==> config.mk <==
export PLATFORM = sky130hd
export DESIGN_NAME = instr_prefetch_register
export DESIGN_NICKNAME = d
export VERILOG_FILES = /design/src/rtl/instr_prefetch_register.sv
export SDC_FILE = /design/constraint.sdc
export NUM_CORES = 1
export LEC_CHECK = 0
export ABC_AREA = 1
export ABC_CLOCK_PERIOD_IN_PS = 2000
export CORE_UTILIZATION = 37
export DETAILED_ROUTE_END_ITERATION = 7
export PLACE_DENSITY = 0.64
export SLEW_MARGIN = 5
export SYNTH_ARGS = -nofsm -noshare
export SYNTH_HDL_FRONTEND = slang
export SYNTH_SLANG_ARGS = --single-unit
==> constraint.sdc <==
create_clock -name iclk -period 2 [get_ports iclk]
set_input_delay 0.4 -clock iclk [delete_from_list [all_inputs] [get_ports iclk]]
set_output_delay 0.4 -clock iclk [all_outputs]
set_load 0.005 [all_outputs]
==> src/rtl/instr_prefetch_register.sv <==
// Instruction register fed by a DEPTH-entry circular prefetch queue.
// Memory pushes with valid/ready; the control unit pops one word per ir_load.
module instr_prefetch_register #(
  parameter int DATA_WIDTH   = 16,
  parameter int OPCODE_WIDTH = 5,
  parameter int DEPTH        = 4
) (
  input  logic                               iclk,
  input  logic                               irst_n,
  input  logic                               flush,
  input  logic                               in_valid,
  output logic                               in_ready,
  input  logic [DATA_WIDTH-1:0]              insin,
  input  logic                               ir_load,
  output logic                               ir_valid,
  output logic [OPCODE_WIDTH-1:0]            opcode,
  output logic [DATA_WIDTH-OPCODE_WIDTH-1:0] address,
  output logic [$clog2(DEPTH+1)-1:0]         count,
  output logic                               full,
  output logic                               empty
);

  localparam int PW = $clog2(DEPTH);
  localparam int CW = $clog2(DEPTH+1);
  localparam int AW = DATA_WIDTH - OPCODE_WIDTH;

  // Handshake: a word transfers on a rising edge where in_valid && in_ready
  // and flush is low; in_ready depends only on the count register.
  logic [DATA_WIDTH-1:0] mem [DEPTH];
  logic [PW-1:0]         wr_ptr;
  logic [PW-1:0]         rd_ptr;
  logic [CW-1:0]         count_q;
  logic                  push;
  logic                  pop;

  assign full     = (count_q == CW'(DEPTH));
  assign empty    = (count_q == '0);
  assign in_ready = !full;
  assign count    = count_q;

  assign push = in_valid && in_ready && !flush;
  assign pop  = ir_load && !empty && !flush;

  // Storage is not reset; only pointers and count define what is live.
  always_ff @(posedge iclk) begin
    if (push) mem[wr_ptr] <= insin;
  end

  always_ff @(posedge iclk or negedge irst_n) begin
    if (!irst_n) begin
      wr_ptr  <= '0;
      rd_ptr  <= '0;
      count_q <= '0;
    end else if (flush) begin
      wr_ptr  <= '0;
      rd_ptr  <= '0;
      count_q <= '0;
    end else begin
      if (push) wr_ptr <= wr_ptr + 1'b1;
      if (pop)  rd_ptr <= rd_ptr + 1'b1;
      if (push && !pop)      count_q <= count_q + 1'b1;
      else if (pop && !push) count_q <= count_q - 1'b1;
    end
  end

  // Flush and load-on-empty only invalidate; the fields keep their last value.
  always_ff @(posedge iclk or negedge irst_n) begin
    if (!irst_n) begin
      ir_valid <= 1'b0;
      opcode   <= '0;
      address  <= '0;
    end else if (flush) begin
      ir_valid <= 1'b0;
    end else if (pop) begin
      ir_valid <= 1'b1;
      opcode   <= mem[rd_ptr][DATA_WIDTH-1 -: OPCODE_WIDTH];
      address  <= mem[rd_ptr][AW-1:0];
    end else if (ir_load) begin
      ir_valid <= 1'b0;
    end
  end

endmodule

==> results_dict.tcl <==
set metrics [dict create \
    outcome "finished clean" \
    synth.area.top_cells "edfxtp_1 (55%), dfrtp_1 (17%), nand2_1 (6.5%)" \
    portBuffers 43 \
    wire_per_inst_um 14.2 \
    cp_slowest_cell "clkdlybuf4s50_1" \
    ys_seq_area_share_pct 71.7 \
    synth_area_um2 3520 \
    synth-edff-count 64 \
    max_cap_violations 0 \
    path_cells "nor2_2 -> nand2_2 -> clkdlybuf4s50_1" \
    end_kind "primary output" \
    overflow 0 \
    hpwl_um 4220 \
    ant_nets 0 \
    via_per_inst 4.55 \
    p_leak_nw 1.76 \
    drive_above_1_share_pct 15.1 \
    drt_iter0_markers 94 \
    fillers 827 \
    worstPathArrival_ns 1.47 \
    clkTransAtPathRegs_ns 0.09 \
    critical_path_class "flip-flop to primary output" \
    grt_antenna_before_repair 0 \
    p_per_area_nw_per_um2 1150 \
    worstPathRequired_ns 1.60 \
    synth_common_cells "edfxtp_1 (64), nand2_1 (61), dfrtp_1 (24)" \
    netlist_instances 273 \
    vias 2156 \
    fin_worst_skew_ns 0.0126 \
    setup_slack_ns 0.130 \
    startpoint "count[0]$_DFFE_PN0P_" \
    fp.dieH_um 99.5 \
    period_minus_slack_ns 1.87 \
    max_freq_mhz 535 \
    startpoint_type "flip-flop" \
    max_slew_margin_pct 76.4 \
    setup_viol 0 \
    pin_count 44 \
    clockBufferDepth 2 \
    cts_tree "done" \
    drt_wl_total_um 6750 \
    peakVddDrop_mv 0.627 \
    syn-num-nets 299 \
    syn2layout_area_growth_pct 27.0 \
    die_w_um 99.5 \
    finalCritPeriodShare_pct 93.5 \
    r2r_slack_ns 0.14 \
    clock-sinks 88 \
    ys_types 25 \
    r2r_end "count[2]$_DFFE_PN0P_" \
    synth-seq-cells 88 \
    final_nets 366 \
    initial_utilization_pct 38.1 \
    post-synth-top-area-cell "edfxtp_1" \
    diodes 0 \
    hold_buffers 0 \
    hold_path_class "input pin to async pin" \
    h-tree-depth 3 \
    rows 35 \
    timing.rr.start "count[0]$_DFFE_PN0P_" \
    synth.most_common_cell "edfxtp_1" \
    drcViolationCount 0 \
    clkLatencyLatePin_ns 0.35 \
    grt_pass1_vias 2162 \
    grt_use_total_pct 15.1 \
    slew_viol_final 0 \
    die_area_um2 9900 \
    synth_top_area_share_pct 54.7 \
    root_buffer "clkbuf_8" \
    grt_pass1_wl_um 11100 \
    pre_cts_slack_ns -0.0751 \
    reg2regPathDepth 12 \
    critPathMaxFanout 5 \
    worst_pin_slew_ns 0.354 \
    yosys_warnings 0 \
    cts_buffers 9 \
    drt-pass1-iter-count 4 \
    utilization_pct 48.3 \
    gp_congestion 0.713 \
    core_um2 9240 \
    synthArstFlopShare_pct 27.3 \
    critPathMaxStageDelay_ns 0.45 \
    synthFlopType "edfxtp_1" \
    syn_area_per_cell_um2 12.9 \
    final_hold_viol_count 0 \
    grt_max_degree 35 \
]
[worst max path at each step]
stage                                 endpoint  slack, ns  depth (start not counted)
after global routing      count[2]$_DFFE_PN0P_      -0.01                         12
final                                 in_ready       0.13                          3
after CTS                                 full      0.007                          4
after floorplan            mem[0][0]$_DFFE_PP_       0.05                          6
after detailed placement  count[2]$_DFFE_PN0P_      -0.08                         10
after global placement    count[2]$_DFFE_PN0P_      -0.02                         10
[registers in the layout, indices dropped and copies added (netlist names)]
register	cells
mem	64
address	11
opcode	5
count	3
rd_ptr	2
wr_ptr	2
ir_valid	1
[area by class of cell]
type | instances | area (µm²) | share of cell area, %
flip-flops and latches | 88 | 2520 | 56.5
multi-input cells | 157 | 872 | 19.5
repair buffers | 66 | 621 | 13.9
well taps | 129 | 161 | 3.62
clock buffers | 10 | 128 | 2.86
clock inverters | 6 | 92.6 | 2.07
inverters | 18 | 67.6 | 1.51
[per-stage QoR]
step                instances  hold WS [ns]  total power, mW  cell area, µm²  TNS (ns)
finish                    474         0.433             5.15            4460         0
global route              474         0.442             5.47            4460   -0.0113
CTS                       469         0.429             5.15            4420         0
detailed placement        453         0.467             3.82            4200   -0.0751
global placement          453         0.464             3.79            4200   -0.0202
floorplan                 273         0.104             3.10            3520         0
[power by group]
group / internal [mW] / total [mW] / switching [mW]
clock: 0.710 / 1.32 / 0.613
combinational: 0.765 / 1.43 / 0.670
sequential: 2.24 / 2.39 / 0.154
[per-layer routing]
metal	track usage (%)	wire, µm	vias up
met5	0	0	-
met4	4.07	47	0
met3	4.71	264	6
met2	23.9	3260	50
met1	20.4	3170	1024
li1	-	-	1076
[placed cells by master, fill, tap and decap left out, types with 3 or more instances in the layout]
cell type and n:
a21oi_1 3, buf_4 22, clkbuf_8 9, clkdlybuf4s50_1 41, dfrtp_1 24, edfxtp_1 64
ha_1 4, inv_1 14, inv_2 4, mux2i_1 16, nand2_1 59, nand2_2 6
nor2_1 22, o21ai_0 21, o22ai_1 16
[worst max-delay path: cells and delay by family, from the launching register on]
family,cells,cell delay (ns)
buf+inv,1,0.45
flops,1,0.43
simple gates,2,0.25
[cells by family (layout without fill, tap and decap cells)]
| logic type | after synthesis | in the layout | share of synthesized area (%) |
|---|---|---|---|
| AO/OA/AOI/OAI | 40 | 40 | 6.26 |
| flip-flops | 88 | 88 | 71.7 |
| buffers and inverters | 28 | 100 | 3.59 |
| adder cells (fa/ha/maj) | 5 | 5 | 1.99 |
| AND/OR/NAND/NOR | 95 | 95 | 11.6 |
| multiplexers | 16 | 16 | 4.56 |
| XOR/XNOR | 1 | 1 | 0.249 |
[what timing repair did]
action	in CTS	in global routing
setup endpoints to repair	0	3
setup buffers	0	5
endpoints found under the hold margin	0	0
resized for setup	0	4
No activity file was read; power rests on OpenSTA's default activity.
